$ cat src/rtl/uart_pkg.sv
// Shared UART types, constants and baud helper.
package uart_pkg;

  localparam int unsigned DATA_BITS  = 8;
  localparam logic        IDLE_LEVEL = 1'b1;

  typedef enum logic [2:0] {
    IDLE   = 3'd0,
    START  = 3'd1,
    DATA   = 3'd2,
    PARITY = 3'd3,
    STOP   = 3'd4
  } state_t;

  // Clocks per serial bit; integer division truncates.
  function automatic int unsigned clks_per_bit(input int unsigned clk_freq,
                                               input int unsigned baud);
    return clk_freq / baud;
  endfunction

endpackage

$ cat src/rtl/uart_baud_gen.sv
// Bit-period timer: pulses bit_tick on the last clock of each serial bit.
module uart_baud_gen #(
  parameter int unsigned CLKS_PER_BIT = 434
) (
  input  logic clk,
  input  logic rst,
  input  logic clear,
  input  logic enable,
  output logic bit_tick
);

  localparam int unsigned CNT_W = $clog2(CLKS_PER_BIT);
  localparam logic [CNT_W-1:0] LAST = CNT_W'(CLKS_PER_BIT - 1);

  logic [CNT_W-1:0] cnt;

  // Combinational tick so the FSM advances on the same edge the count wraps.
  assign bit_tick = enable && (cnt == LAST);

  // Count 0..CLKS_PER_BIT-1 while enabled; clear restarts a fresh bit period.
  always_ff @(posedge clk) begin
    if (rst) begin
      cnt <= '0;
    end else if (clear) begin
      cnt <= '0;
    end else if (enable) begin
      cnt <= bit_tick ? '0 : cnt + CNT_W'(1);
    end
  end

endmodule

$ cat src/rtl/uart_tx_frame.sv
// 8N1 UART transmitter (optional even parity), one frame per start pulse.
module uart_tx_frame
  import uart_pkg::*;
#(
  parameter int unsigned CLK_FREQ     = 50000000,
  parameter int unsigned BAUD         = 115200,
  parameter int unsigned CLKS_PER_BIT = clks_per_bit(CLK_FREQ, BAUD),
  parameter int unsigned PARITY_EN    = 0
) (
  input  logic       clk,
  input  logic       rst,
  input  logic       start,
  input  logic [7:0] data_in,
  output logic       tx,
  output logic       busy,
  output logic       done
);

  localparam int unsigned IDX_W = $clog2(DATA_BITS);
  localparam logic [IDX_W-1:0] LAST_IDX = IDX_W'(DATA_BITS - 1);

  state_t                 state, state_next;
  logic [DATA_BITS-1:0]   shift, shift_next;
  logic [IDX_W-1:0]       bit_idx, bit_idx_next;
  logic                   parity_bit, parity_next;
  logic                   tx_next, busy_next, done_next;
  logic                   bit_tick;

  uart_baud_gen #(
    .CLKS_PER_BIT(CLKS_PER_BIT)
  ) u_baud (
    .clk     (clk),
    .rst     (rst),
    .clear   (state == IDLE),
    .enable  (state != IDLE),
    .bit_tick(bit_tick)
  );

  // State, datapath and registered outputs.
  always_ff @(posedge clk) begin
    if (rst) begin
      state      <= IDLE;
      shift      <= '0;
      bit_idx    <= '0;
      parity_bit <= 1'b0;
      tx         <= IDLE_LEVEL;
      busy       <= 1'b0;
      done       <= 1'b0;
    end else begin
      state      <= state_next;
      shift      <= shift_next;
      bit_idx    <= bit_idx_next;
      parity_bit <= parity_next;
      tx         <= tx_next;
      busy       <= busy_next;
      done       <= done_next;
    end
  end

  // Next state plus the line level for the bit being entered.
  always_comb begin
    state_next   = state;
    shift_next   = shift;
    bit_idx_next = bit_idx;
    parity_next  = parity_bit;
    tx_next      = tx;
    busy_next    = busy;
    done_next    = 1'b0;

    case (state)
      IDLE: begin
        tx_next   = IDLE_LEVEL;
        busy_next = 1'b0;
        if (start) begin
          state_next   = START;
          shift_next   = data_in;
          parity_next  = ^data_in;
          bit_idx_next = '0;
          tx_next      = 1'b0;
          busy_next    = 1'b1;
        end
      end
      START: begin
        if (bit_tick) begin
          state_next = DATA;
          tx_next    = shift[0];
        end
      end
      DATA: begin
        if (bit_tick) begin
          if (bit_idx == LAST_IDX) begin
            bit_idx_next = '0;
            if (PARITY_EN != 0) begin
              state_next = PARITY;
              tx_next    = parity_bit;
            end else begin
              state_next = STOP;
              tx_next    = IDLE_LEVEL;
            end
          end else begin
            bit_idx_next = bit_idx + IDX_W'(1);
            shift_next   = {1'b0, shift[DATA_BITS-1:1]};
            tx_next      = shift[1];
          end
        end
      end
      PARITY: begin
        if (bit_tick) begin
          state_next = STOP;
          tx_next    = IDLE_LEVEL;
        end
      end
      STOP: begin
        if (bit_tick) begin
          state_next = IDLE;
          tx_next    = IDLE_LEVEL;
          busy_next  = 1'b0;
          done_next  = 1'b1;
        end
      end
      default: begin
        state_next = IDLE;
        tx_next    = IDLE_LEVEL;
        busy_next  = 1'b0;
      end
    endcase
  end

endmodule
$ cat config.mk
export PLATFORM = sky130hd
export DESIGN_NAME = uart_tx_frame
export DESIGN_NICKNAME = d
export VERILOG_FILES = /design/src/rtl/uart_pkg.sv /design/src/rtl/uart_baud_gen.sv /design/src/rtl/uart_tx_frame.sv
export SDC_FILE = /design/constraint.sdc
export NUM_CORES = 1
export LEC_CHECK = 0
export ABC_CLOCK_PERIOD_IN_PS = 4600
export BUFFER_PORTS_ARGS = -buffer_cell sky130_fd_sc_hd__buf_2
export CAP_MARGIN = 20
export CORE_MARGIN = 8
export CORE_UTILIZATION = 62
export CTS_BUF_LIST = sky130_fd_sc_hd__clkbuf_8 sky130_fd_sc_hd__clkbuf_16
export DETAILED_ROUTE_END_ITERATION = 16
export GPL_TIMING_DRIVEN = 0
export PLACE_DENSITY = 0.89
export SLEW_MARGIN = 20
export SYNTH_ARGS = -nofsm -noshare
export SYNTH_HDL_FRONTEND = slang
export SYNTH_HIERARCHICAL = 1
export SYNTH_SLANG_ARGS = --single-unit
export TNS_END_PERCENT = 20
$ cat constraint.sdc
create_clock -name clk -period 4.6 [get_ports clk]
set_clock_uncertainty 0.15 [all_clocks]
set_input_delay 0.46 -clock clk [delete_from_list [all_inputs] [get_ports clk]]
set_output_delay 0.46 -clock clk [all_outputs]
set_load 0.03 [all_outputs]
==> impl_results.md, run 1 <==
- Outcome: completed
- Placement Cell Area: between 1500 and 2000 um2
- Count of antenna-violating nets left after detailed routing: 0
- Synth warnings: 6
- Async S/R FF share, synth: 0%
- Top Ports: 14
- FILL cells: approximately 170
- Drt pass-1 iters: 4
- Leakage: 0.611 nW
- Clock Path Buffers: 2
- Dominant synthesized flop cell: dfxtp_1
- Die Span Y: ~64 um
- Count of clock tree sinks: 26
- Post_cts resized: 0
- Per-instance average area after synthesis: 9.01 um2
- Sequential group share of total power: ~57%
- Max Clk Rate: between 0.3 and 0.4 GHz
- Final period util: roughly three fifths
- Proportion of power drawn by the clock network: 30.1%
- Minimum clock period: around 2.7 ns
- Cell class contributing the biggest share of worst-path delay: simple AND/OR/NAND/NOR gates
- Die Footprint: between 4000 and 5000 um2
- Half-perimeter wire length of the detailed placement result: roughly 2.4 mm
- Proportion of power drawn by combinational gates: about 13%
- Number of vias per cell after detailed routing: 6.26
- Number of max-cap violations: 0
- Number of distinct library cell variants in the gate-level netlist after synthesis: 44
- Standard-cell row count: 17
- Initial cell density of the core: between 60% and 70%
- Count of endpoints failing hold in the final timing report: 0
- Drt first-iter violations: between 80 and 90
- Transition time of the tightest slew-check pin: around 0.52 ns
- Die width: 64.1 um
- First-pass GRT wire length: about 5.4 mm
- Kind of start point of the critical path: flop
- Fin cells: slightly above 200
- Post-synthesis sequential area ratio: a little over a third
- H-tree depth: 1
- Cell-by-cell listing of the critical path: nor3_1, inv_1, nand4_1, nor3_2, buf_2, nand3b_4, a21o_4, a211oi_1
- Internal Dissipation: around 310 uW
- Slowest cell delay on critical path: roughly 0.49 ns
- Number of enable-type register cells in the synthesized netlist: 0
- Type of the tightest min-delay check: reg2reg
- CTS clk-pin slew, worst paths: roughly 0.090 ns
- Total buffers and inverters traversed by the critical path: 2
- Highest-count cells in the layout ignoring fill and taps: dfxtp_1, buf_2, a211oi_1
- Number of failing setup endpoints in the final timing report: 0
- Area growth from synthesis to layout: 9.87%
- Total congestion overflow: 0
- Synth Net Count: roughly 180
- NumNets Final: between 150 and 200
- Number of slew-limit violations in the final report: 0
- Commonest non-fill, non-tap cell in the layout: dfxtp_1
- Share of cells above drive strength 1: a little over a fifth
- Core area: between 2000 and 2500 um2
- Number of antenna violations at the first check in global routing: 0
- Final cell utilization of the core: a little under three quarters
- Clock Latency Late Sink: around 0.26 ns
- Antenna diode count: 0
- Post-synthesis instance total: 159
- Final-layout setup total negative slack: 0 ns
- Net switching component of the power: around 100 uW
- RSZ-0062 raised after global routing: false
- Via count: roughly 1300
- Number of hold-repair buffers added at the cts stage: 0
- CTS tree: yes
- Design area: approximately 1600 um2
- Vias in the first global route: 1253
- CP Data Required Time: 4.63 ns
- Dpl cells: 200
- Worst max-slew margin expressed relative to the limit: between 60% and 70%
- Post-route DRC violation count: 0
- Largest fanout on the critical path: 10
- Pin count of the biggest net entering global routing: 14
- Total detailed-routing wirelength: roughly 3.2 mm
- Critical Path End Type: flop
- Routability-driven placement congestion ratio: between 0.8 and 0.9
- Summed instance area of the synthesized netlist: roughly 1400 um2
- GRT Resource Usage Total: approximately 16%
- Power density over cell area: ~270 nW/um2
- Clock root buffer: clkbuf_8
- Worst Setup Path Type: reg2reg
- Number of flip-flops and latches in the synthesized netlist: 26
- Max rail drop VDD: 0.000161 V
- Switching share of total power: roughly 25%
- CTS Buf Count: 3
- Number of buffers added for setup after CTS: 0
- Slowest library cell on the worst path: dfxtp_1
- Buffers added on ports: 13
- Arrival time at the worst endpoint: approximately 2.7 ns
- Average wire length per cell after detail routing: approximately 16 um
## final cells by class
cell class	count	area, um2	share of cell area, %
Buffer	10	51.3	3.26
Sequential cell	26	520	33.1
Multi-Input combinational cell	110	812	51.6
Inverter	13	48.8	3.10
Timing Repair Buffer	13	65.1	4.13
Clock buffer	3	41.3	2.62
Tap cell	28	35.0	2.23
## registers in the layout, indices dropped and copies added, names as in the netlist
name	count
u_baud/cnt	9
shift	8
bit_idx	3
state	3
busy	1
done	1
tx	1
## cells by family after synthesis
logic type / after synthesis / synth area share (%)
AO/OA/AOI/OAI: 42 / 20.9
adder cells (fa/ha/maj): 5 / 4.37
multiplexers: 7 / 5.50
AND/OR/NAND/NOR: 53 / 24.1
buffers and inverters: 23 / 6.99
XOR/XNOR: 3 / 1.83
flip-flops: 26 / 36.3
## synthesized netlist by cell type (2+ instances only)
cell type / instances / area share, %
dfxtp_1: 26 / 36
a211oi_1: 16 / 8.4
inv_1: 13 / 3.4
a21oi_1: 7 / 2.4
mux2_2: 7 / 5.5
nand2_1: 7 / 1.8
nand2b_1: 7 / 3.1
buf_2: 5 / 1.7
ha_1: 5 / 4.4
nand4_1: 5 / 2.2
nor3_1: 5 / 1.7
nand3_1: 4 / 1.4
nor2_1: 4 / 1.0
o21ai_0: 4 / 1.4
or3b_1: 4 / 2.4
clkbuf_1: 3 / 0.79
xor2_1: 3 / 1.8
a31oi_1: 2 / 0.87
a41oi_1: 2 / 1.2
nor4b_1: 2 / 1.2
o22ai_1: 2 / 0.87
o32ai_1: 2 / 1.2
or2_2: 2 / 0.87
or3_1: 2 / 0.87
## worst min-delay path, cell delays in order, from the launching register on
cell	delay [ns]
dfxtp_1	0.32
inv_1	0.05
a211oi_1	0.05
## final timing paths
check | from | end | slack, ns | cells after the start
setup reg to reg | state[1] | shift[6] | 1.91 | 8
setup / recovery | state[1] | shift[6] | 1.91 | 8
hold / removal | shift[2] | shift[2] | 0.32 | 2
hold reg to reg | shift[2] | shift[2] | 0.32 | 2
## stage by stage
stage / worst slack (ns) / hold WS, ns / power (mW)
final: 1.91 / 0.319 / 0.418
after global routing: 1.67 / 0.343 / 0.436
after CTS: 1.93 / 0.315 / 0.420
after detailed placement: 1.95 / 0.301 / 0.297
after global placement: 2.06 / 0.291 / 0.293
after floorplan: 2.39 / 0.279 / 0.281
## power groups by stage
stage               Clock, mW  Sequential, mW  Combinational (mW)
detailed placement          0           0.245              0.0521
CTS                     0.129           0.239              0.0525
global route            0.136           0.241              0.0586
floorplan                   0           0.246              0.0344
finish                  0.126           0.239              0.0529
global placement            0           0.244              0.0489
## per-layer routing
metal / global-route usage (%) / share of wire, % / vias to the layer above
li1: - / - / 623
met1: 17.9 / 45 / 611
met2: 27.6 / 48 / 28
met3: 3.66 / 4.9 / 8
met4: 7.52 / 2.2 / 0
met5: 0 / 0 / -
No activity file was read; power rests on OpenSTA's default activity.
==> run 2: changes to the inputs <==
--- a/config.mk
+++ b/config.mk
@@ -5,15 +5,16 @@
 export SDC_FILE = /design/constraint.sdc
 export NUM_CORES = 1
 export LEC_CHECK = 0
-export ABC_CLOCK_PERIOD_IN_PS = 4600
+export ABC_AREA = 1
+export ABC_CLOCK_PERIOD_IN_PS = 2600
 export BUFFER_PORTS_ARGS = -buffer_cell sky130_fd_sc_hd__buf_2
 export CAP_MARGIN = 20
 export CORE_MARGIN = 8
-export CORE_UTILIZATION = 62
+export CORE_UTILIZATION = 58
 export CTS_BUF_LIST = sky130_fd_sc_hd__clkbuf_8 sky130_fd_sc_hd__clkbuf_16
 export DETAILED_ROUTE_END_ITERATION = 16
 export GPL_TIMING_DRIVEN = 0
-export PLACE_DENSITY = 0.89
+export PLACE_DENSITY = 0.84
 export SLEW_MARGIN = 20
 export SYNTH_ARGS = -nofsm -noshare
 export SYNTH_HDL_FRONTEND = slang
==> constraint.sdc (replaced) <==
create_clock -name clk -period 2.6 [get_ports clk]
set_clock_uncertainty 0.15 [all_clocks]
set_input_delay 0.26 -clock clk [delete_from_list [all_inputs] [get_ports clk]]
set_output_delay 0.26 -clock clk [all_outputs]
set_load 0.03 [all_outputs]
==> run 2 against run 1 <==
Net effect: register-to-register slack got worse by 1.6 ns; clock power rose to 2.7 times the previous value; highest routed layer unchanged; largest cell class unchanged; count of clock-buffer cells in the layout did not move; core utilization fell by 3.5 points; combinational power rose to 9.7 times the previous value; largest power group unchanged.
==> impl_results.md, run 2 <==
- Outcome: completed
- Initial cell density of the core: 60.7% (-4.7 points)
- R2R cell count: 9 (+1)
- Clock root buffer: clkbuf_8
- Number of antenna violations at the first check in global routing: 0 (unchanged)
- First-pass GRT wire length: 5.26 mm (-2.9%)
- Design area: 1680 um2 (+6.6%)
- Slowest cell delay on critical path: 0.50 ns (about the same)
- Leakage: 0.721 nW (+18%)
- Half-perimeter wire length of the detailed placement result: 2.16 mm (-11%)
- Vias in the first global route: 1269 (+1.3%)
- Clock Latency Late Sink: 0.27 ns (about the same)
- CTS clk-pin slew, worst paths: 0.09 ns (about the same)
- Synth Net Count: 217 (+24%)
- CTS Buf Count: 3 (unchanged)
- GRT Resource Usage Total: 14.9% (-0.99 points)
- Core area: 2450 um2 (+12%)
- Total buffers and inverters traversed by the critical path: 1 (-1)
- Count of clock tree sinks: 26 (unchanged)
- Switching share of total power: 38.0% (+13 points)
- Transition time of the tightest slew-check pin: 0.506 ns (-0.0109 ns)
- Antenna diode count: 0 (unchanged)
- Standard-cell row count: 18 (+1)
- Hold wc startpoint: data_in[7]
- Average wire length per cell after detail routing: 11.5 um (-27%)
- Sequential Area: 520 um2 (unchanged)
- Largest cells by area after synthesis: dfxtp_1, nand2_1, nand3_1, a21oi_2, nor2_1
- Number of max-cap violations: 0 (unchanged)
- Post-route DRC violation count: 0 (unchanged)
- CP Data Required Time: 2.61 ns (-2.02 ns)
- Area growth from synthesis to layout: 12.7%
- Internal Dissipation: 852 uW (+170%)
- Max Clk Rate: 0.444 GHz (+19%)
- Power density over cell area: 818 nW/um2 (+210%)
- Worst Setup Path Type: reg2reg
- Number of enable-type register cells in the synthesized netlist: 0 (unchanged)
- Leading area contributor after synthesis: dfxtp_1
- Dominant synthesized flop cell: dfxtp_1
- Max FFs per register: 9 (unchanged)
- Die width: 66.7 um (+4.1%)
- Number of buffers added for setup after CTS: 0 (unchanged)
- Share of cells above drive strength 1: 25.2% (+4.1 points)
- Net switching component of the power: 521 uW (+400%)
- Clock Path Buffers: 2 (unchanged)
- Cell class contributing the biggest share of worst-path delay: simple AND/OR/NAND/NOR gates
- Buffers added on ports: 13 (unchanged)
- FILL cells: 211 (+23%)
- Number of failing setup endpoints in the final timing report: 0 (unchanged)
- Sequential group share of total power: 38.0% (-19 points)
- Final-layout setup total negative slack: 0 ns (unchanged)
- Summed instance area of the synthesized netlist: 1490 um2 (+3.9%)
- Drt first-iter violations: 60 (-31%)
- Synth cell count leaders: nand2_1, dfxtp_1, nor2_1
- Total detailed-routing wirelength: 2.86 mm (-11%)
- Number of cells traversed by the worst hold path: 3 (+1)
- Largest fanout on the critical path: 9 (-1)
- Async S/R FF share, synth: 0% (unchanged)
- Minimum clock period: 2.25 ns (-0.434 ns)
- Setup slack of the worst register-to-register path: 0.35 ns (-1.57 ns)
- Die Span Y: 66.7 um (+4.1%)
- Reg-to-reg endpoint: state[0]
- Type of the tightest min-delay check: in2reg
- Pin count of the biggest net entering global routing: 16 (+2)
- CP most frequent cell: nand3_1
- Worst max-slew margin expressed relative to the limit: 66.0% (+0.96 points)
- Number of distinct library cell variants in the gate-level netlist after synthesis: 28 (-36%)
- Top Ports: 14 (unchanged)
- Proportion of power drawn by the clock network: 24.5% (-5.6 points)
- Kind of start point of the critical path: flop
- Final period util: 86.7% (+28 points)
- Post-synthesis sequential area ratio: 35.0% (-1.4 points)
- Number of slew-limit violations in the final report: 0 (unchanged)
- Critical R2R Launch: state[0]
- Drt pass-1 iters: 4 (unchanged)
- Commonest non-fill, non-tap cell in the layout: nand2_1
- Number of vias per cell after detailed routing: 5.10 (-19%)
- Cell-by-cell listing of the critical path: nor2_2, nand2_4, nand3_1, nor4_4, inv_1, nand3_1, nand3_1, nand2_1, a21oi_2
- Placement Cell Area: 1600 um2 (+4.2%)
- Count of antenna-violating nets left after detailed routing: 0 (unchanged)
- Final cell utilization of the core: 68.3% (-3.5 points)
- Routability-driven placement congestion ratio: 0.852 (-0.62%)
- CTS tree: yes
- H-tree depth: 1 (unchanged)
- RSZ-0062 raised after global routing: false
- Arrival time at the worst endpoint: 2.26 ns (-0.45 ns)
- Highest-count cells in the layout ignoring fill and taps: nand2_1, dfxtp_1, nor2_1
- Largest registers in the final layout: u_baud/cnt x9, shift x8
- Critical Path End Type: flop
- Top-area cell type share of the netlist area: 35.0% (-1.4 points)
- Register containing the most flip-flops in the final layout: u_baud/cnt
- Slowest library cell on the worst path: nor4_4
- Count of endpoints failing hold in the final timing report: 0 (unchanged)
- Max rail drop VDD: 0.000491 V (+200%)
- Most common cell in the netlist: nand2_1
- Via count: 1264 (-0.47%)
- Total congestion overflow: 0 (unchanged)
- Number of flip-flops and latches in the synthesized netlist: 26 (unchanged)
- Endpoint of the worst hold path: shift[7]
- Die Footprint: 4440 um2 (+8.3%)
- Multi-input gate area in the final layout: 860 um2 (+5.9%)
- NumNets Final: 235 (+22%)
- Proportion of power drawn by combinational gates: 37.5% (+25 points)
- Per-instance average area after synthesis: 7.41 um2 (-18%)
- Worst Hold Margin: 0.112 ns (-0.207 ns)
- Post-synthesis instance total: 201 (+26%)
- Synth warnings: 6 (unchanged)
-- run 2: cell types whose count changed after synthesis, sizes merged, moves of 3 or more --
cell and delta:
o21ai +3, a211oi -16, nor2 +23, nand2 +55, nand3 +21, or2 -3, a21oi +5, or3b -5
mux2 -7, buf -4, nand2b -7, inv +8, nor3 -4
-- run 2: what timing repair did --
item | 4_1_cts | 5_1_grt
resized for setup | 0 | 1
endpoints found under the setup margin | 0 | 9
hold buffers | 0 | 0
-- run 2: worst max-delay path by stage --
stage	start	end	slack [ns]	depth (start not counted)
after floorplan	state[0]	state[0]	0.30	9
after CTS	state[0]	state[0]	0.12	9
after detailed placement	state[0]	state[0]	0.14	9
after global routing	state[0]	state[0]	0.14	9
after global placement	state[0]	state[0]	-0.20	9
final	state[0]	state[0]	0.35	9
-- run 2: logic make-up after synthesis --
group / share of synthesized area, %
AND/OR/NAND/NOR: 41.3
XOR/XNOR: 1.77
AO/OA/AOI/OAI: 9.50
flip-flops: 35.0
adder cells (fa/ha/maj): 4.20
buffers and inverters: 8.32
-- run 2: worst min-delay path, cell delays in order --
cell and delay [ns]:
buf_2 0.10, nand3_1 0.08, a21oi_2 0.05
-- run 2: layer usage --
layer  wire (um)  GRT usage (%)
met5           0              0
met4          50           7.47
met3         104           2.18
met2        1260           25.2
met1        1440           17.8
-- run 2: final cells by class --
class | count | area share [%]
clock buffers | 3 | 2.46
clock inverters | 1 | 1.79
plain buffers | 4 | 2.39
inverters | 21 | 5.00
well taps | 30 | 2.24
flip-flops and latches | 26 | 31.0
multi-input cells | 150 | 51.2
repair buffers | 13 | 3.88
-- run 2: metrics by stage --
| stage | worst slack (ns) | power (mW) | instances |
|---|---|---|---|
| floorplan | 0.304 | 0.941 | 201 |
| global placement | -0.204 | 1.04 | 244 |
| detailed placement | 0.141 | 1.05 | 244 |
| CTS | 0.123 | 1.38 | 248 |
| global route | 0.141 | 1.48 | 248 |
| finish | 0.347 | 1.37 | 248 |
-- run 2: power groups by stage --
stage / clock network (mW) / logic [mW] / registers (mW)
2_1_floorplan: 0 / 0.401 / 0.541
6_report: 0.336 / 0.515 / 0.521
3_5_place_dp: 0 / 0.515 / 0.531
3_3_place_gp: 0 / 0.505 / 0.530
4_1_cts: 0.343 / 0.520 / 0.522
5_1_grt: 0.357 / 0.586 / 0.532
